==> config.mk <==
export PLATFORM = sky130hd
export DESIGN_NAME = axi_spill_cut_intf_flat
export DESIGN_NICKNAME = d
export VERILOG_FILES = /design/src/rtl/axi_spill_cut_intf_if.sv /design/src/rtl/axi_spill_cut_intf.sv /design/src/flat_wrapper.sv
export SDC_FILE = /design/constraint.sdc
export NUM_CORES = 1
export LEC_CHECK = 0
export BUFFER_PORTS_ARGS = -buffer_cell sky130_fd_sc_hd__buf_4
export CAP_MARGIN = 20
export CORE_AREA = 2 2 240 242
export DETAILED_ROUTE_END_ITERATION = 12
export DIE_AREA = 0 0 242 244
export PLACE_DENSITY = 0.61
export SLEW_MARGIN = 10
export SYNTH_ARGS = -nofsm -noshare
export SYNTH_HDL_FRONTEND = slang
export SYNTH_SLANG_ARGS = --single-unit
==> constraint.sdc <==
create_clock -name clk_i -period 10.8 [get_ports clk_i]
set_input_delay 0.54 -clock clk_i [delete_from_list [all_inputs] [get_ports clk_i]]
set_output_delay 0.54 -clock clk_i [all_outputs]
set_load 0.01 [all_outputs]
==> src/rtl/axi_spill_cut_intf_if.sv <==
// AXI_BUS: AXI4 link bundle (AW, W, B, AR, R) shared by axi_spill_cut_intf
// and its neighbours.
//   Master modport: drives AW/W/AR and the B/R ready signals.
//   Slave modport : drives B/R and the AW/W/AR ready signals.
// Parameters: AXI_ADDR_WIDTH, AXI_DATA_WIDTH (strb = data/8), AXI_ID_WIDTH,
// AXI_USER_WIDTH.
interface AXI_BUS #(
    parameter int unsigned AXI_ADDR_WIDTH = 32,
    parameter int unsigned AXI_DATA_WIDTH = 64,
    parameter int unsigned AXI_ID_WIDTH   = 4,
    parameter int unsigned AXI_USER_WIDTH = 1
);
    localparam int unsigned AXI_STRB_WIDTH = AXI_DATA_WIDTH / 8;

    logic [AXI_ID_WIDTH-1:0]   aw_id;
    logic [AXI_ADDR_WIDTH-1:0] aw_addr;
    logic [7:0]                aw_len;
    logic [2:0]                aw_size;
    logic [1:0]                aw_burst;
    logic                      aw_lock;
    logic [3:0]                aw_cache;
    logic [2:0]                aw_prot;
    logic [3:0]                aw_qos;
    logic [3:0]                aw_region;
    logic [5:0]                aw_atop;
    logic [AXI_USER_WIDTH-1:0] aw_user;
    logic                      aw_valid;
    logic                      aw_ready;

    logic [AXI_DATA_WIDTH-1:0] w_data;
    logic [AXI_STRB_WIDTH-1:0] w_strb;
    logic                      w_last;
    logic [AXI_USER_WIDTH-1:0] w_user;
    logic                      w_valid;
    logic                      w_ready;

    logic [AXI_ID_WIDTH-1:0]   b_id;
    logic [1:0]                b_resp;
    logic [AXI_USER_WIDTH-1:0] b_user;
    logic                      b_valid;
    logic                      b_ready;

    logic [AXI_ID_WIDTH-1:0]   ar_id;
    logic [AXI_ADDR_WIDTH-1:0] ar_addr;
    logic [7:0]                ar_len;
    logic [2:0]                ar_size;
    logic [1:0]                ar_burst;
    logic                      ar_lock;
    logic [3:0]                ar_cache;
    logic [2:0]                ar_prot;
    logic [3:0]                ar_qos;
    logic [3:0]                ar_region;
    logic [AXI_USER_WIDTH-1:0] ar_user;
    logic                      ar_valid;
    logic                      ar_ready;

    logic [AXI_ID_WIDTH-1:0]   r_id;
    logic [AXI_DATA_WIDTH-1:0] r_data;
    logic [1:0]                r_resp;
    logic                      r_last;
    logic [AXI_USER_WIDTH-1:0] r_user;
    logic                      r_valid;
    logic                      r_ready;

    modport Master (
        output aw_id, aw_addr, aw_len, aw_size, aw_burst, aw_lock, aw_cache,
               aw_prot, aw_qos, aw_region, aw_atop, aw_user, aw_valid,
        input  aw_ready,
        output w_data, w_strb, w_last, w_user, w_valid,
        input  w_ready,
        input  b_id, b_resp, b_user, b_valid,
        output b_ready,
        output ar_id, ar_addr, ar_len, ar_size, ar_burst, ar_lock, ar_cache,
               ar_prot, ar_qos, ar_region, ar_user, ar_valid,
        input  ar_ready,
        input  r_id, r_data, r_resp, r_last, r_user, r_valid,
        output r_ready
    );

    modport Slave (
        input  aw_id, aw_addr, aw_len, aw_size, aw_burst, aw_lock, aw_cache,
               aw_prot, aw_qos, aw_region, aw_atop, aw_user, aw_valid,
        output aw_ready,
        input  w_data, w_strb, w_last, w_user, w_valid,
        output w_ready,
        output b_id, b_resp, b_user, b_valid,
        input  b_ready,
        input  ar_id, ar_addr, ar_len, ar_size, ar_burst, ar_lock, ar_cache,
               ar_prot, ar_qos, ar_region, ar_user, ar_valid,
        output ar_ready,
        output r_id, r_data, r_resp, r_last, r_user, r_valid,
        input  r_ready
    );
endinterface

==> src/rtl/axi_spill_cut_intf.sv <==
// axi_spill_cut_intf: fully registered timing cut for an AXI_BUS link.
// Every channel (AW, W, AR forward; B, R backward) passes through a
// two-entry spill register, so valid, ready and payload are all driven
// from flops on both sides. 1 beat/cycle throughput, 1 cycle latency.
//
// Ports:
//   clk_i       clock, rising edge
//   rst_ni      synchronous active-low reset (clears occupancy, not payload)
//   in          AXI_BUS.Slave  upstream side
//   out         AXI_BUS.Master downstream side
//   wr_outst_o  AW beats sent at out whose B has not yet been taken at in
//   rd_outst_o  AR beats sent at out whose last R has not yet been taken at in
//
// Optional feature: define AXI_SPILL_CUT_CNT_EN to enable the saturating
// outstanding-transaction counters; otherwise both counter outputs are 0.

// Two-entry spill register. Slot A feeds the output, slot B absorbs the beat
// that arrives while A is stalled. Ready is derived only from local state.
module axi_spill_cut_reg #(
    parameter int unsigned W = 8
) (
    input  logic         clk_i,
    input  logic         rst_ni,
    input  logic         src_valid_i,
    output logic         src_ready_o,
    input  logic [W-1:0] src_data_i,
    output logic         dst_valid_o,
    input  logic         dst_ready_i,
    output logic [W-1:0] dst_data_o
);
    // EMPTY: nothing held; ONE: A holds a beat; FULL: A and B both hold beats.
    typedef enum logic [1:0] {
        SPILL_EMPTY = 2'd0,
        SPILL_ONE   = 2'd1,
        SPILL_FULL  = 2'd2
    } spill_state_e;

    spill_state_e state_q, state_d;
    logic [W-1:0] a_q, a_d;
    logic [W-1:0] b_q, b_d;
    logic         accept;
    logic         drain;

    assign src_ready_o = (state_q != SPILL_FULL);
    assign dst_valid_o = (state_q != SPILL_EMPTY);
    assign dst_data_o  = a_q;
    assign accept      = src_valid_i & src_ready_o;
    assign drain       = dst_valid_o & dst_ready_i;

    always_comb begin
        state_d = state_q;
        a_d     = a_q;
        b_d     = b_q;
        unique case (state_q)
            SPILL_EMPTY: begin
                if (accept) begin
                    a_d     = src_data_i;
                    state_d = SPILL_ONE;
                end
            end
            SPILL_ONE: begin
                if (accept && drain) begin
                    // A hands its beat off and takes the new one in the same edge.
                    a_d = src_data_i;
                end else if (accept) begin
                    b_d     = src_data_i;
                    state_d = SPILL_FULL;
                end else if (drain) begin
                    state_d = SPILL_EMPTY;
                end
            end
            SPILL_FULL: begin
                // No accept possible here: ready is low while full.
                if (drain) begin
                    a_d     = b_q;
                    state_d = SPILL_ONE;
                end
            end
            default: state_d = SPILL_EMPTY;
        endcase
    end

    always_ff @(posedge clk_i) begin
        if (!rst_ni) begin
            state_q <= SPILL_EMPTY;
        end else begin
            state_q <= state_d;
        end
    end

    // Payload slots are deliberately left out of reset.
    always_ff @(posedge clk_i) begin
        a_q <= a_d;
        b_q <= b_d;
    end
endmodule

module axi_spill_cut_intf #(
    parameter int unsigned AXI_ADDR_WIDTH = 32,
    parameter int unsigned AXI_DATA_WIDTH = 64,
    parameter int unsigned AXI_ID_WIDTH   = 4,
    parameter int unsigned AXI_USER_WIDTH = 1,
    parameter int unsigned CNT_WIDTH      = 8
) (
    input  logic                 clk_i,
    input  logic                 rst_ni,
    AXI_BUS.Slave                in,
    AXI_BUS.Master               out,
    output logic [CNT_WIDTH-1:0] wr_outst_o,
    output logic [CNT_WIDTH-1:0] rd_outst_o
);
    localparam int unsigned STRB_W = AXI_DATA_WIDTH / 8;
    localparam int unsigned AW_W   = AXI_ID_WIDTH + AXI_ADDR_WIDTH + 35 + AXI_USER_WIDTH;
    localparam int unsigned W_W    = AXI_DATA_WIDTH + STRB_W + 1 + AXI_USER_WIDTH;
    localparam int unsigned B_W    = AXI_ID_WIDTH + 2 + AXI_USER_WIDTH;
    localparam int unsigned AR_W   = AXI_ID_WIDTH + AXI_ADDR_WIDTH + 29 + AXI_USER_WIDTH;
    localparam int unsigned R_W    = AXI_ID_WIDTH + AXI_DATA_WIDTH + 3 + AXI_USER_WIDTH;

    logic [AW_W-1:0] aw_src, aw_dst;
    logic [W_W-1:0]  w_src,  w_dst;
    logic [B_W-1:0]  b_src,  b_dst;
    logic [AR_W-1:0] ar_src, ar_dst;
    logic [R_W-1:0]  r_src,  r_dst;

    // ---------------- AW: in -> out ----------------
    assign aw_src = {in.aw_id, in.aw_addr, in.aw_len, in.aw_size, in.aw_burst,
                     in.aw_lock, in.aw_cache, in.aw_prot, in.aw_qos,
                     in.aw_region, in.aw_atop, in.aw_user};
    assign {out.aw_id, out.aw_addr, out.aw_len, out.aw_size, out.aw_burst,
            out.aw_lock, out.aw_cache, out.aw_prot, out.aw_qos,
            out.aw_region, out.aw_atop, out.aw_user} = aw_dst;

    axi_spill_cut_reg #(.W(AW_W)) i_aw_spill (
        .clk_i       (clk_i),
        .rst_ni      (rst_ni),
        .src_valid_i (in.aw_valid),
        .src_ready_o (in.aw_ready),
        .src_data_i  (aw_src),
        .dst_valid_o (out.aw_valid),
        .dst_ready_i (out.aw_ready),
        .dst_data_o  (aw_dst)
    );

    // ---------------- W: in -> out ----------------
    assign w_src = {in.w_data, in.w_strb, in.w_last, in.w_user};
    assign {out.w_data, out.w_strb, out.w_last, out.w_user} = w_dst;

    axi_spill_cut_reg #(.W(W_W)) i_w_spill (
        .clk_i       (clk_i),
        .rst_ni      (rst_ni),
        .src_valid_i (in.w_valid),
        .src_ready_o (in.w_ready),
        .src_data_i  (w_src),
        .dst_valid_o (out.w_valid),
        .dst_ready_i (out.w_ready),
        .dst_data_o  (w_dst)
    );

    // ---------------- B: out -> in ----------------
    assign b_src = {out.b_id, out.b_resp, out.b_user};
    assign {in.b_id, in.b_resp, in.b_user} = b_dst;

    axi_spill_cut_reg #(.W(B_W)) i_b_spill (
        .clk_i       (clk_i),
        .rst_ni      (rst_ni),
        .src_valid_i (out.b_valid),
        .src_ready_o (out.b_ready),
        .src_data_i  (b_src),
        .dst_valid_o (in.b_valid),
        .dst_ready_i (in.b_ready),
        .dst_data_o  (b_dst)
    );

    // ---------------- AR: in -> out ----------------
    assign ar_src = {in.ar_id, in.ar_addr, in.ar_len, in.ar_size, in.ar_burst,
                     in.ar_lock, in.ar_cache, in.ar_prot, in.ar_qos,
                     in.ar_region, in.ar_user};
    assign {out.ar_id, out.ar_addr, out.ar_len, out.ar_size, out.ar_burst,
            out.ar_lock, out.ar_cache, out.ar_prot, out.ar_qos,
            out.ar_region, out.ar_user} = ar_dst;

    axi_spill_cut_reg #(.W(AR_W)) i_ar_spill (
        .clk_i       (clk_i),
        .rst_ni      (rst_ni),
        .src_valid_i (in.ar_valid),
        .src_ready_o (in.ar_ready),
        .src_data_i  (ar_src),
        .dst_valid_o (out.ar_valid),
        .dst_ready_i (out.ar_ready),
        .dst_data_o  (ar_dst)
    );

    // ---------------- R: out -> in ----------------
    assign r_src = {out.r_id, out.r_data, out.r_resp, out.r_last, out.r_user};
    assign {in.r_id, in.r_data, in.r_resp, in.r_last, in.r_user} = r_dst;

    axi_spill_cut_reg #(.W(R_W)) i_r_spill (
        .clk_i       (clk_i),
        .rst_ni      (rst_ni),
        .src_valid_i (out.r_valid),
        .src_ready_o (out.r_ready),
        .src_data_i  (r_src),
        .dst_valid_o (in.r_valid),
        .dst_ready_i (in.r_ready),
        .dst_data_o  (r_dst)
    );

    // ---------------- Outstanding-transaction counters ----------------
`ifdef AXI_SPILL_CUT_CNT_EN
    logic [CNT_WIDTH-1:0] wr_outst_q, wr_outst_d;
    logic [CNT_WIDTH-1:0] rd_outst_q, rd_outst_d;
    logic                 wr_inc, wr_dec, rd_inc, rd_dec;

    assign wr_inc = out.aw_valid & out.aw_ready;
    assign wr_dec = in.b_valid & in.b_ready;
    assign rd_inc = out.ar_valid & out.ar_ready;
    assign rd_dec = in.r_valid & in.r_ready & in.r_last;

    // Saturating up/down; a simultaneous inc and dec cancel.
    always_comb begin
        wr_outst_d = wr_outst_q;
        rd_outst_d = rd_outst_q;
        if (wr_inc && !wr_dec && (wr_outst_q != '1)) begin
            wr_outst_d = wr_outst_q + 1'b1;
        end else if (!wr_inc && wr_dec && (wr_outst_q != '0)) begin
            wr_outst_d = wr_outst_q - 1'b1;
        end
        if (rd_inc && !rd_dec && (rd_outst_q != '1)) begin
            rd_outst_d = rd_outst_q + 1'b1;
        end else if (!rd_inc && rd_dec && (rd_outst_q != '0)) begin
            rd_outst_d = rd_outst_q - 1'b1;
        end
    end

    always_ff @(posedge clk_i) begin
        if (!rst_ni) begin
            wr_outst_q <= '0;
            rd_outst_q <= '0;
        end else begin
            wr_outst_q <= wr_outst_d;
            rd_outst_q <= rd_outst_d;
        end
    end

    assign wr_outst_o = wr_outst_q;
    assign rd_outst_o = rd_outst_q;

`ifndef SYNTHESIS
    a_wr_underflow: assert property (@(posedge clk_i) disable iff (!rst_ni)
        !(wr_dec && !wr_inc && (wr_outst_q == '0)))
        else $error("wr_outst decremented at zero");
    a_rd_underflow: assert property (@(posedge clk_i) disable iff (!rst_ni)
        !(rd_dec && !rd_inc && (rd_outst_q == '0)))
        else $error("rd_outst decremented at zero");
`endif
`else
    assign wr_outst_o = '0;
    assign rd_outst_o = '0;
`endif
endmodule

==> src/flat_wrapper.sv <==
// flat-port wrapper written by rule: the top's interface ports become plain ports
module axi_spill_cut_intf_flat 
#(
    parameter int unsigned AXI_ADDR_WIDTH = 32,
    parameter int unsigned AXI_DATA_WIDTH = 64,
    parameter int unsigned AXI_ID_WIDTH   = 4,
    parameter int unsigned AXI_USER_WIDTH = 1,
    parameter int unsigned CNT_WIDTH      = 8
)
  (clk_i, rst_ni, wr_outst_o, rd_outst_o, in_aw_id, in_aw_addr, in_aw_len, in_aw_size, in_aw_burst, in_aw_lock, in_aw_cache, in_aw_prot, in_aw_qos, in_aw_region, in_aw_atop, in_aw_user, in_aw_valid, in_aw_ready, in_w_data, in_w_strb, in_w_last, in_w_user, in_w_valid, in_w_ready, in_b_id, in_b_resp, in_b_user, in_b_valid, in_b_ready, in_ar_id, in_ar_addr, in_ar_len, in_ar_size, in_ar_burst, in_ar_lock, in_ar_cache, in_ar_prot, in_ar_qos, in_ar_region, in_ar_user, in_ar_valid, in_ar_ready, in_r_id, in_r_data, in_r_resp, in_r_last, in_r_user, in_r_valid, in_r_ready, out_aw_id, out_aw_addr, out_aw_len, out_aw_size, out_aw_burst, out_aw_lock, out_aw_cache, out_aw_prot, out_aw_qos, out_aw_region, out_aw_atop, out_aw_user, out_aw_valid, out_aw_ready, out_w_data, out_w_strb, out_w_last, out_w_user, out_w_valid, out_w_ready, out_b_id, out_b_resp, out_b_user, out_b_valid, out_b_ready, out_ar_id, out_ar_addr, out_ar_len, out_ar_size, out_ar_burst, out_ar_lock, out_ar_cache, out_ar_prot, out_ar_qos, out_ar_region, out_ar_user, out_ar_valid, out_ar_ready, out_r_id, out_r_data, out_r_resp, out_r_last, out_r_user, out_r_valid, out_r_ready);
  AXI_BUS #(.AXI_ADDR_WIDTH(AXI_ADDR_WIDTH), .AXI_DATA_WIDTH(AXI_DATA_WIDTH), .AXI_ID_WIDTH(AXI_ID_WIDTH), .AXI_USER_WIDTH(AXI_USER_WIDTH)) in_i ();
  AXI_BUS #(.AXI_ADDR_WIDTH(AXI_ADDR_WIDTH), .AXI_DATA_WIDTH(AXI_DATA_WIDTH), .AXI_ID_WIDTH(AXI_ID_WIDTH), .AXI_USER_WIDTH(AXI_USER_WIDTH)) out_i ();
  input  logic clk_i;
  input  logic rst_ni;
  output logic [CNT_WIDTH-1:0] wr_outst_o;
  output logic [CNT_WIDTH-1:0] rd_outst_o;
  input wire logic [$bits(in_i.aw_id)-1:0] in_aw_id;
  input wire logic [$bits(in_i.aw_addr)-1:0] in_aw_addr;
  input wire logic [$bits(in_i.aw_len)-1:0] in_aw_len;
  input wire logic [$bits(in_i.aw_size)-1:0] in_aw_size;
  input wire logic [$bits(in_i.aw_burst)-1:0] in_aw_burst;
  input wire logic [$bits(in_i.aw_lock)-1:0] in_aw_lock;
  input wire logic [$bits(in_i.aw_cache)-1:0] in_aw_cache;
  input wire logic [$bits(in_i.aw_prot)-1:0] in_aw_prot;
  input wire logic [$bits(in_i.aw_qos)-1:0] in_aw_qos;
  input wire logic [$bits(in_i.aw_region)-1:0] in_aw_region;
  input wire logic [$bits(in_i.aw_atop)-1:0] in_aw_atop;
  input wire logic [$bits(in_i.aw_user)-1:0] in_aw_user;
  input wire logic [$bits(in_i.aw_valid)-1:0] in_aw_valid;
  output wire logic [$bits(in_i.aw_ready)-1:0] in_aw_ready;
  input wire logic [$bits(in_i.w_data)-1:0] in_w_data;
  input wire logic [$bits(in_i.w_strb)-1:0] in_w_strb;
  input wire logic [$bits(in_i.w_last)-1:0] in_w_last;
  input wire logic [$bits(in_i.w_user)-1:0] in_w_user;
  input wire logic [$bits(in_i.w_valid)-1:0] in_w_valid;
  output wire logic [$bits(in_i.w_ready)-1:0] in_w_ready;
  output wire logic [$bits(in_i.b_id)-1:0] in_b_id;
  output wire logic [$bits(in_i.b_resp)-1:0] in_b_resp;
  output wire logic [$bits(in_i.b_user)-1:0] in_b_user;
  output wire logic [$bits(in_i.b_valid)-1:0] in_b_valid;
  input wire logic [$bits(in_i.b_ready)-1:0] in_b_ready;
  input wire logic [$bits(in_i.ar_id)-1:0] in_ar_id;
  input wire logic [$bits(in_i.ar_addr)-1:0] in_ar_addr;
  input wire logic [$bits(in_i.ar_len)-1:0] in_ar_len;
  input wire logic [$bits(in_i.ar_size)-1:0] in_ar_size;
  input wire logic [$bits(in_i.ar_burst)-1:0] in_ar_burst;
  input wire logic [$bits(in_i.ar_lock)-1:0] in_ar_lock;
  input wire logic [$bits(in_i.ar_cache)-1:0] in_ar_cache;
  input wire logic [$bits(in_i.ar_prot)-1:0] in_ar_prot;
  input wire logic [$bits(in_i.ar_qos)-1:0] in_ar_qos;
  input wire logic [$bits(in_i.ar_region)-1:0] in_ar_region;
  input wire logic [$bits(in_i.ar_user)-1:0] in_ar_user;
  input wire logic [$bits(in_i.ar_valid)-1:0] in_ar_valid;
  output wire logic [$bits(in_i.ar_ready)-1:0] in_ar_ready;
  output wire logic [$bits(in_i.r_id)-1:0] in_r_id;
  output wire logic [$bits(in_i.r_data)-1:0] in_r_data;
  output wire logic [$bits(in_i.r_resp)-1:0] in_r_resp;
  output wire logic [$bits(in_i.r_last)-1:0] in_r_last;
  output wire logic [$bits(in_i.r_user)-1:0] in_r_user;
  output wire logic [$bits(in_i.r_valid)-1:0] in_r_valid;
  input wire logic [$bits(in_i.r_ready)-1:0] in_r_ready;
  output wire logic [$bits(out_i.aw_id)-1:0] out_aw_id;
  output wire logic [$bits(out_i.aw_addr)-1:0] out_aw_addr;
  output wire logic [$bits(out_i.aw_len)-1:0] out_aw_len;
  output wire logic [$bits(out_i.aw_size)-1:0] out_aw_size;
  output wire logic [$bits(out_i.aw_burst)-1:0] out_aw_burst;
  output wire logic [$bits(out_i.aw_lock)-1:0] out_aw_lock;
  output wire logic [$bits(out_i.aw_cache)-1:0] out_aw_cache;
  output wire logic [$bits(out_i.aw_prot)-1:0] out_aw_prot;
  output wire logic [$bits(out_i.aw_qos)-1:0] out_aw_qos;
  output wire logic [$bits(out_i.aw_region)-1:0] out_aw_region;
  output wire logic [$bits(out_i.aw_atop)-1:0] out_aw_atop;
  output wire logic [$bits(out_i.aw_user)-1:0] out_aw_user;
  output wire logic [$bits(out_i.aw_valid)-1:0] out_aw_valid;
  input wire logic [$bits(out_i.aw_ready)-1:0] out_aw_ready;
  output wire logic [$bits(out_i.w_data)-1:0] out_w_data;
  output wire logic [$bits(out_i.w_strb)-1:0] out_w_strb;
  output wire logic [$bits(out_i.w_last)-1:0] out_w_last;
  output wire logic [$bits(out_i.w_user)-1:0] out_w_user;
  output wire logic [$bits(out_i.w_valid)-1:0] out_w_valid;
  input wire logic [$bits(out_i.w_ready)-1:0] out_w_ready;
  input wire logic [$bits(out_i.b_id)-1:0] out_b_id;
  input wire logic [$bits(out_i.b_resp)-1:0] out_b_resp;
  input wire logic [$bits(out_i.b_user)-1:0] out_b_user;
  input wire logic [$bits(out_i.b_valid)-1:0] out_b_valid;
  output wire logic [$bits(out_i.b_ready)-1:0] out_b_ready;
  output wire logic [$bits(out_i.ar_id)-1:0] out_ar_id;
  output wire logic [$bits(out_i.ar_addr)-1:0] out_ar_addr;
  output wire logic [$bits(out_i.ar_len)-1:0] out_ar_len;
  output wire logic [$bits(out_i.ar_size)-1:0] out_ar_size;
  output wire logic [$bits(out_i.ar_burst)-1:0] out_ar_burst;
  output wire logic [$bits(out_i.ar_lock)-1:0] out_ar_lock;
  output wire logic [$bits(out_i.ar_cache)-1:0] out_ar_cache;
  output wire logic [$bits(out_i.ar_prot)-1:0] out_ar_prot;
  output wire logic [$bits(out_i.ar_qos)-1:0] out_ar_qos;
  output wire logic [$bits(out_i.ar_region)-1:0] out_ar_region;
  output wire logic [$bits(out_i.ar_user)-1:0] out_ar_user;
  output wire logic [$bits(out_i.ar_valid)-1:0] out_ar_valid;
  input wire logic [$bits(out_i.ar_ready)-1:0] out_ar_ready;
  input wire logic [$bits(out_i.r_id)-1:0] out_r_id;
  input wire logic [$bits(out_i.r_data)-1:0] out_r_data;
  input wire logic [$bits(out_i.r_resp)-1:0] out_r_resp;
  input wire logic [$bits(out_i.r_last)-1:0] out_r_last;
  input wire logic [$bits(out_i.r_user)-1:0] out_r_user;
  input wire logic [$bits(out_i.r_valid)-1:0] out_r_valid;
  output wire logic [$bits(out_i.r_ready)-1:0] out_r_ready;
  assign in_i.aw_id = in_aw_id;
  assign in_i.aw_addr = in_aw_addr;
  assign in_i.aw_len = in_aw_len;
  assign in_i.aw_size = in_aw_size;
  assign in_i.aw_burst = in_aw_burst;
  assign in_i.aw_lock = in_aw_lock;
  assign in_i.aw_cache = in_aw_cache;
  assign in_i.aw_prot = in_aw_prot;
  assign in_i.aw_qos = in_aw_qos;
  assign in_i.aw_region = in_aw_region;
  assign in_i.aw_atop = in_aw_atop;
  assign in_i.aw_user = in_aw_user;
  assign in_i.aw_valid = in_aw_valid;
  assign in_aw_ready = in_i.aw_ready;
  assign in_i.w_data = in_w_data;
  assign in_i.w_strb = in_w_strb;
  assign in_i.w_last = in_w_last;
  assign in_i.w_user = in_w_user;
  assign in_i.w_valid = in_w_valid;
  assign in_w_ready = in_i.w_ready;
  assign in_b_id = in_i.b_id;
  assign in_b_resp = in_i.b_resp;
  assign in_b_user = in_i.b_user;
  assign in_b_valid = in_i.b_valid;
  assign in_i.b_ready = in_b_ready;
  assign in_i.ar_id = in_ar_id;
  assign in_i.ar_addr = in_ar_addr;
  assign in_i.ar_len = in_ar_len;
  assign in_i.ar_size = in_ar_size;
  assign in_i.ar_burst = in_ar_burst;
  assign in_i.ar_lock = in_ar_lock;
  assign in_i.ar_cache = in_ar_cache;
  assign in_i.ar_prot = in_ar_prot;
  assign in_i.ar_qos = in_ar_qos;
  assign in_i.ar_region = in_ar_region;
  assign in_i.ar_user = in_ar_user;
  assign in_i.ar_valid = in_ar_valid;
  assign in_ar_ready = in_i.ar_ready;
  assign in_r_id = in_i.r_id;
  assign in_r_data = in_i.r_data;
  assign in_r_resp = in_i.r_resp;
  assign in_r_last = in_i.r_last;
  assign in_r_user = in_i.r_user;
  assign in_r_valid = in_i.r_valid;
  assign in_i.r_ready = in_r_ready;
  assign out_aw_id = out_i.aw_id;
  assign out_aw_addr = out_i.aw_addr;
  assign out_aw_len = out_i.aw_len;
  assign out_aw_size = out_i.aw_size;
  assign out_aw_burst = out_i.aw_burst;
  assign out_aw_lock = out_i.aw_lock;
  assign out_aw_cache = out_i.aw_cache;
  assign out_aw_prot = out_i.aw_prot;
  assign out_aw_qos = out_i.aw_qos;
  assign out_aw_region = out_i.aw_region;
  assign out_aw_atop = out_i.aw_atop;
  assign out_aw_user = out_i.aw_user;
  assign out_aw_valid = out_i.aw_valid;
  assign out_i.aw_ready = out_aw_ready;
  assign out_w_data = out_i.w_data;
  assign out_w_strb = out_i.w_strb;
  assign out_w_last = out_i.w_last;
  assign out_w_user = out_i.w_user;
  assign out_w_valid = out_i.w_valid;
  assign out_i.w_ready = out_w_ready;
  assign out_i.b_id = out_b_id;
  assign out_i.b_resp = out_b_resp;
  assign out_i.b_user = out_b_user;
  assign out_i.b_valid = out_b_valid;
  assign out_b_ready = out_i.b_ready;
  assign out_ar_id = out_i.ar_id;
  assign out_ar_addr = out_i.ar_addr;
  assign out_ar_len = out_i.ar_len;
  assign out_ar_size = out_i.ar_size;
  assign out_ar_burst = out_i.ar_burst;
  assign out_ar_lock = out_i.ar_lock;
  assign out_ar_cache = out_i.ar_cache;
  assign out_ar_prot = out_i.ar_prot;
  assign out_ar_qos = out_i.ar_qos;
  assign out_ar_region = out_i.ar_region;
  assign out_ar_user = out_i.ar_user;
  assign out_ar_valid = out_i.ar_valid;
  assign out_i.ar_ready = out_ar_ready;
  assign out_i.r_id = out_r_id;
  assign out_i.r_data = out_r_data;
  assign out_i.r_resp = out_r_resp;
  assign out_i.r_last = out_r_last;
  assign out_i.r_user = out_r_user;
  assign out_i.r_valid = out_r_valid;
  assign out_r_ready = out_i.r_ready;
  axi_spill_cut_intf #(.AXI_ADDR_WIDTH(AXI_ADDR_WIDTH), .AXI_DATA_WIDTH(AXI_DATA_WIDTH), .AXI_ID_WIDTH(AXI_ID_WIDTH), .AXI_USER_WIDTH(AXI_USER_WIDTH), .CNT_WIDTH(CNT_WIDTH)) u_core (.clk_i(clk_i), .rst_ni(rst_ni), .in(in_i), .out(out_i), .wr_outst_o(wr_outst_o), .rd_outst_o(rd_outst_o));
endmodule
==> flow_metrics.py, run 1 <==
metrics = {
    "run_status": {
        "status": "complete, no violations",
    },
    "die": {
        "core_region_area_um2": 56200,
        "fp.dieW_um": 242,
        "boundaryPins": 620,
        "initial_core_util": 0.390,
        "dieHeight_um": 244,
        "core.rowCount": 87,
        "dieArea_um2": 59000,
    },
    "sta": {
        "setup_viol": 0,
        "timing.final.crit_period_ns": 2.86,
        "fin_worst_skew_ns": 0.0233,
        "hold_viol": 0,
        "max_slew_margin": 0.306,
        "slew_violations": 0,
        "fmax_ghz": 0.350,
        "tightest_slew_ns": 1.04,
        "final.setup.tns_ns": 0,
        "rsz0062_at_grt": "false",
        "finalCritPeriodShare": 0.265,
    },
    "detailed_routing": {
        "ant_nets": 0,
        "wl_per_cell_um": 20.8,
        "vias": 11457,
        "drc": 0,
        "drt_first_iter_violations": 508,
        "drt_wl_total_mm": 51.1,
        "viasPerCell": 4.67,
        "firstDrtPassIters": 6,
    },
    "power_and_ir_drop": {
        "power_frac_seq": 0.523,
        "p_leak_nw": 10.8,
        "peakVddDrop_mv": 0.116,
        "clkPwrFrac": 0.395,
        "share_comb_of_total_power": 0.082,
        "p_sw_w": 0.00110,
        "intPower_w": 0.00404,
        "p_total_w": 0.00514,
        "powerDensity_nw_per_um2": 177,
        "swShare": 0.214,
    },
    "placement": {
        "portBuffers": 603,
        "dp_hpwl_mm": 35.5,
        "gp_routability_congestion": 0.813,
    },
    "setup_path": {
        "crit_type": "flip-flop to output port",
        "endpoint_kind": "output port",
        "crit_fanout": 64,
        "start_kind": "flip-flop",
        "worstPathArrival_ns": 2.32,
        "cp.required_ns": 10.26,
    },
    "yosys": {
        "netlist_area_um2": 21900,
        "netlist.top_cell.by_area": "edfxtp_1",
        "synthTopCellsByCount": "edfxtp_1, mux2_2, buf_4",
        "synth_top_area_frac": 0.799,
        "synth_edf_count": 582,
        "yosys-top-cells-area": "edfxtp_1, mux2_2, mux2_4",
        "synth.avg_cell_area_um2": 21.9,
        "ys_seq_elements": 592,
        "synthCells": 998,
        "ys_seq_area_frac": 0.808,
        "synthArstFlopShare": 0,
        "yosysMostFrequentCell": "edfxtp_1",
        "synthFlopType": "edfxtp_1",
        "yosysWarningCount": 0,
        "synth_cell_types": 22,
    },
    "global_route": {
        "grt_pass1_wl_mm": 74.9,
        "grt_overflow_total": 0,
        "grt_max_degree": 77,
        "antenna_found_initial": 7,
        "grt_pass1_vias": 12114,
        "grt_use_total": 0.167,
    },
    "cts": {
        "cts.sinks": 592,
        "root_buffer": "clkbuf_16",
        "clk_latency_ns": 0.62,
        "cts_tree": "done",
        "cts_hold_buf": 0,
        "cts_setup_buffers": 0,
        "cts_made_buffers": 61,
        "cts_resized": 0,
        "htreeDepth": 2,
        "clockBufferDepth": 3,
        "cts.clk_slew.worst_paths_ns": 0.06,
    },
    "flow_run": {
        "drv_cap": 0,
    },
    "finish": {
        "drive_gt1_frac": 0.597,
        "nNetsFinal": 1946,
        "syn_to_final_growth_pct": 33.0,
    },
    "min_path": {
        "hp-class": "primary input to flip-flop",
    },
}
## power by group through the flow
stage | logic (W) | clock network (W) | registers, W
floorplan | 0.000124 | 0 | 0.00279
global placement | 0.000424 | 0 | 0.00273
detailed placement | 0.000430 | 0 | 0.00274
CTS | 0.000432 | 0.00210 | 0.00269
global route | 0.000455 | 0.00218 | 0.00270
finish | 0.000423 | 0.00203 | 0.00269
## state kept, by name (all words and copies together) (netlist names)
register                      cells
u_core.i_ar_spill.state_q         2
u_core.i_b_spill.dst_data_o       7
u_core.i_r_spill.dst_data_o      72
u_core.i_b_spill.b_q              7
u_core.i_ar_spill.dst_data_o     66
u_core.i_w_spill.state_q          2
u_core.i_r_spill.b_q             72
u_core.i_aw_spill.dst_data_o     72
u_core.i_aw_spill.b_q            72
u_core.i_w_spill.dst_data_o      74
u_core.i_b_spill.state_q          2
u_core.i_w_spill.b_q             74
u_core.i_ar_spill.b_q            66
u_core.i_r_spill.state_q          2
u_core.i_aw_spill.state_q         2
## metrics by stage
stage / hold slack [ns] / instance area (um2) / utilization / setup WS [ns] / cells
after CTS: 0.0482 / 29100 / 0.518 / 7.86 / 2452
after global placement: 0.528 / 27100 / 0.483 / 8.10 / 2336
after global routing: 0.0630 / 29100 / 0.518 / 7.71 / 2455
after floorplan: 0.523 / 21900 / - / 4.39 / 1013
final: 0.104 / 29100 / 0.518 / 7.94 / 2455
after detailed placement: 0.530 / 27100 / 0.483 / 8.08 / 2336
## critical path: stages (launching register included)
cell and delay, ns:
dfxtp_1 0.39, nor2b_4 0.25, buf_4 0.75, inv_1 0.09, buf_4 0.17
## routing by layer
metal	GRT usage	vias to the layer above	part of all wire
met5	0	-	0.00098
met4	0.0681	8	0.034
met3	0.0674	104	0.089
met2	0.284	388	0.51
met1	0.188	5719	0.37
li1	-	5238	-
## kinds of logic after synthesis
group	count (synthesis)	share of synthesized area
compound gates	20	0.00629
simple gates	40	0.0112
flops	592	0.808
mux	291	0.153
other cells	1	0.000171
buf+inv	54	0.0216
## cells in the final DEF (no fill, tap or decap), drive strengths merged
cell type / instances
bufinv: 5
nor3b: 5
conb: 16
or2: 5
o32a: 5
diode: 3
buf: 616
o21ai: 5
a21oi: 5
a21boi: 5
clkbuf: 74
inv: 7
mux2: 291
nor2b: 15
nand2b: 5
dfxtp: 10
clkinv: 32
edfxtp: 582
clkinvlp: 3
nand2: 10
## layout make-up
cell class | count | area [um2]
fill | 4658 | 27100
sequential | 592 | 17700
timing repair buffer | 616 | 4620
multi-input combinational | 367 | 3880
clock buffer | 74 | 1580
tap | 756 | 946
clock inverter | 42 | 362
inverter | 5 | 18.8
antenna | 3 | 7.51
## path summary, 6_finish.rpt
kind                            slack [ns]                              to  depth (start not counted)                    startpoint
worst min-delay path                  0.10        u_core.i_r_spill.b_q[51]                          1                out_r_data[47]
worst min register to register        0.54  u_core.i_r_spill.dst_data_o[8]                          1       u_core.i_r_spill.b_q[8]
worst max register to register        8.31        u_core.i_r_spill.b_q[64]                          3   u_core.i_r_spill.state_q[0]
worst max-delay path                  7.94                     in_ar_ready                          4  u_core.i_ar_spill.state_q[1]
(Power assumes the default switching activity.)
==> run 2, diff against run 1 <==
--- a/config.mk
+++ b/config.mk
@@ -5,12 +5,13 @@
 export SDC_FILE = /design/constraint.sdc
 export NUM_CORES = 1
 export LEC_CHECK = 0
+export ABC_AREA = 1
 export BUFFER_PORTS_ARGS = -buffer_cell sky130_fd_sc_hd__buf_4
 export CAP_MARGIN = 20
-export CORE_AREA = 2 2 240 242
+export CORE_AREA = 2 2 238 240
 export DETAILED_ROUTE_END_ITERATION = 12
-export DIE_AREA = 0 0 242 244
-export PLACE_DENSITY = 0.61
+export DIE_AREA = 0 0 240 242
+export PLACE_DENSITY = 0.64
 export SLEW_MARGIN = 10
 export SYNTH_ARGS = -nofsm -noshare
 export SYNTH_HDL_FRONTEND = slang
==> constraint.sdc (replaced) <==
create_clock -name clk_i -period 2.8 [get_ports clk_i]
set_input_delay 0.14 -clock clk_i [delete_from_list [all_inputs] [get_ports clk_i]]
set_output_delay 0.14 -clock clk_i [all_outputs]
set_load 0.01 [all_outputs]
==> flow_metrics.py, run 2 <==
metrics = {
    "cts": {
        "clockBufferDepth": 3,
        "cts.sinks": 592,
        "cts_tree": "done",
        "cts_setup_buffers": 0,
        "clk_latency_ns": 0.61,
        "cts.clk_slew.worst_paths_ns": 0.06,
        "cts_made_buffers": 61,
        "htreeDepth": 2,
        "root_buffer": "clkbuf_16",
    },
    "global_route": {
        "antenna_found_initial": 6,
        "grt_overflow_total": 0,
        "grt_max_degree": 67,
        "grt_pass1_wl_mm": 94.3,
        "grt_pass1_vias": 16709,
        "grt_use_total": 0.208,
    },
    "sta": {
        "setup_viol": 0,
        "tightest_slew_ns": 0.743,
        "max_slew_margin": 0.505,
        "hold_viol": 0,
        "timing.final.crit_period_ns": 2.68,
        "fin_worst_skew_ns": 0.0142,
        "slew_violations": 0,
        "fmax_ghz": 0.373,
        "finalCritPeriodShare": 0.958,
        "final.setup.tns_ns": 0,
        "rsz0062_at_grt": "false",
    },
    "setup_path": {
        "crit_fanout": 40,
        "r2r-start": "u_core.i_ar_spill.state_q[1]",
        "crit_cells": 3,
        "reg2reg_depth": 4,
        "crit_buf_inv": 2,
        "crit_type": "flip-flop to output port",
        "worst-r2r-setup-slack_ns": 0.61,
        "cp.required_ns": 2.66,
        "crit_family": "flip-flops",
        "path_cells": "nand2_2 -> buf_12 -> buf_4",
        "worstPathArrival_ns": 2.54,
        "cp-endpoint": "in_ar_ready",
        "cp-startpoint": "u_core.i_ar_spill.state_q[1]",
        "r2r-end": "u_core.i_ar_spill.dst_data_o[64]",
        "critPathSlowestCell": "dfxtp_2",
        "endpoint_kind": "output port",
        "critPathMaxStageDelay_ns": 0.81,
        "start_kind": "flip-flop",
    },
    "yosys": {
        "yosys-top-cells-area": "edfxtp_1, nand2_1, nand3_1",
        "synth_edf_count": 582,
        "synthArstFlopShare": 0,
        "synth_cell_types": 17,
        "synth.avg_cell_area_um2": 13.4,
        "ys_seq_area_frac": 0.785,
        "yosysWarningCount": 0,
        "yosysMostFrequentCell": "nand2_1",
        "synthCells": 1687,
        "netlist.top_cell.by_area": "edfxtp_1",
        "synthFlopType": "edfxtp_1",
        "ys_seq_elements": 592,
        "synthTopCellsByCount": "nand2_1, edfxtp_1, nand3_1",
        "synth_top_area_frac": 0.776,
        "netlist_area_um2": 22500,
    },
    "finish": {
        "fin_area_um2": 32800,
        "drive_gt1_frac": 0.279,
        "final_cell_mix": "buf_4, nand2_1, edfxtp_1, dlygate4sd3_1, nand3_1",
        "nNetsFinal": 2900,
        "final_common_cell": "buf_4",
        "syn_to_final_growth_pct": 45.5,
    },
    "run_status": {
        "status": "complete, no violations",
    },
    "min_path": {
        "hp-class": "primary input to flip-flop",
    },
    "power_and_ir_drop": {
        "peakVddDrop_mv": 0.589,
        "power_frac_seq": 0.504,
        "powerDensity_nw_per_um2": 647,
        "p_sw_w": 0.00500,
        "intPower_w": 0.0162,
        "p_leak_nw": 13.7,
        "share_comb_of_total_power": 0.130,
        "clkPwrFrac": 0.365,
        "swShare": 0.236,
    },
    "detailed_routing": {
        "viasPerCell": 4.83,
        "drt_wl_total_mm": 62.9,
        "ant_nets": 0,
        "wl_per_cell_um": 18.4,
        "firstDrtPassIters": 5,
        "drt_first_iter_violations": 1197,
        "vias": 16476,
        "drc": 0,
    },
    "die": {
        "fp.dieW_um": 240,
        "core.rowCount": 87,
        "boundaryPins": 620,
        "dieHeight_um": 242,
        "dieArea_um2": 58100,
        "initial_core_util": 0.404,
        "core_region_area_um2": 55700,
    },
    "placement": {
        "portBuffers": 603,
        "placed_area_um2": 27800,
        "gp_routability_congestion": 0.840,
        "dp_hpwl_mm": 40.8,
    },
    "flow_run": {
        "drv_cap": 0,
    },
}
run 2: cell types whose count changed in the layout (fill, tap and decap cells not counted), moves of 8 or more:
cell / previous run / this run
nor2_1: 0 / 20
nand3_1: 0 / 304
buf_12: 0 / 14
inv_1: 5 / 26
nor2b_4: 8 / 0
mux2_4: 18 / 0
dlygate4sd3_1: 0 / 307
mux2_2: 273 / 0
clkbuf_1: 13 / 26
inv_2: 0 / 9
nand2_1: 10 / 603
run 2: repair_timing:
item,CTS,global route
hold buffers,307,0
hold endpoints to repair,592,0
resized for setup,0,0
run 2: routing by layer:
layer	part of all wire	track usage	vias to the layer above	wire length (um)
li1	-	-	7723	-
met1	0.39	0.261	7896	24700
met5	0.00021	0	-	13
met3	0.080	0.0505	135	5010
met2	0.49	0.350	720	30900
met4	0.037	0.0787	2	2300
run 2: how the worst min path moves through the flow:
| stage | from | to | slack, ns | cells past startpoint |
|---|---|---|---|---|
| 2_1_floorplan | in_ar_user | u_core.i_ar_spill.b_q[0] | 0.24 | 0 |
| 3_3_place_gp | out_r_data[10] | u_core.i_r_spill.b_q[14] | 0.33 | 1 |
| 3_5_place_dp | in_ar_addr[1] | u_core.i_ar_spill.b_q[31] | 0.33 | 1 |
| 4_1_cts | rst_ni | u_core.i_aw_spill.state_q[0] | 0.17 | 5 |
| 5_1_grt | rst_ni | u_core.i_ar_spill.state_q[0] | 0.21 | 5 |
| 6_report | rst_ni | u_core.i_aw_spill.state_q[0] | 0.17 | 5 |
run 2: final cells by class:
type / count / area [um2]
Fill cell: 4267 / 23000
Sequential cell: 592 / 17700
Timing Repair Buffer: 942 / 8020
Multi-Input combinational cell: 964 / 4090
Clock buffer: 91 / 1680
Tap cell: 756 / 946
Clock inverter: 24 / 214
Inverter: 36 / 135
Antenna cell: 6 / 15.0
run 2: power groups by stage:
| stage | Clock [W] | Sequential (W) | Combinational (W) |
|---|---|---|---|
| after global placement | 0 | 0.0109 | 0.00236 |
| after CTS | 0.00790 | 0.0107 | 0.00276 |
| after floorplan | 0 | 0.0111 | 0.000710 |
| after global routing | 0.00824 | 0.0108 | 0.00296 |
| after detailed placement | 0 | 0.0109 | 0.00239 |
| final | 0.00775 | 0.0107 | 0.00276 |
run 2: cell families (layout without fill, tap and decap cells):
| kind of cell | count (synthesis) | in the layout | synth area share |
|---|---|---|---|
| compound gates | 10 | 10 | 0.00222 |
| buf+inv | 146 | 1093 | 0.0381 |
| flops | 592 | 592 | 0.785 |
| other cells | 1 | 22 | 0.000166 |
| simple gates | 938 | 938 | 0.175 |
run 2: worst reg2reg max path, cell delays in order, from the launching register on:
cell and delay, ns:
dfxtp_2 0.81, nand2_2 0.57, buf_12 0.36, nand2_1 0.14, nand2_1 0.07
run 2: per-stage QoR:
stage	setup slack, ns	cells	total power [W]	utilization	hold slack (ns)
floorplan	0.208	1702	0.0118	-	0.239
global placement	0.732	2983	0.0132	0.499	0.328
detailed placement	0.691	2983	0.0133	0.499	0.328
CTS	0.156	3405	0.0214	0.588	0.169
global route	0.00137	3411	0.0220	0.588	0.207
finish	0.117	3411	0.0212	0.588	0.170
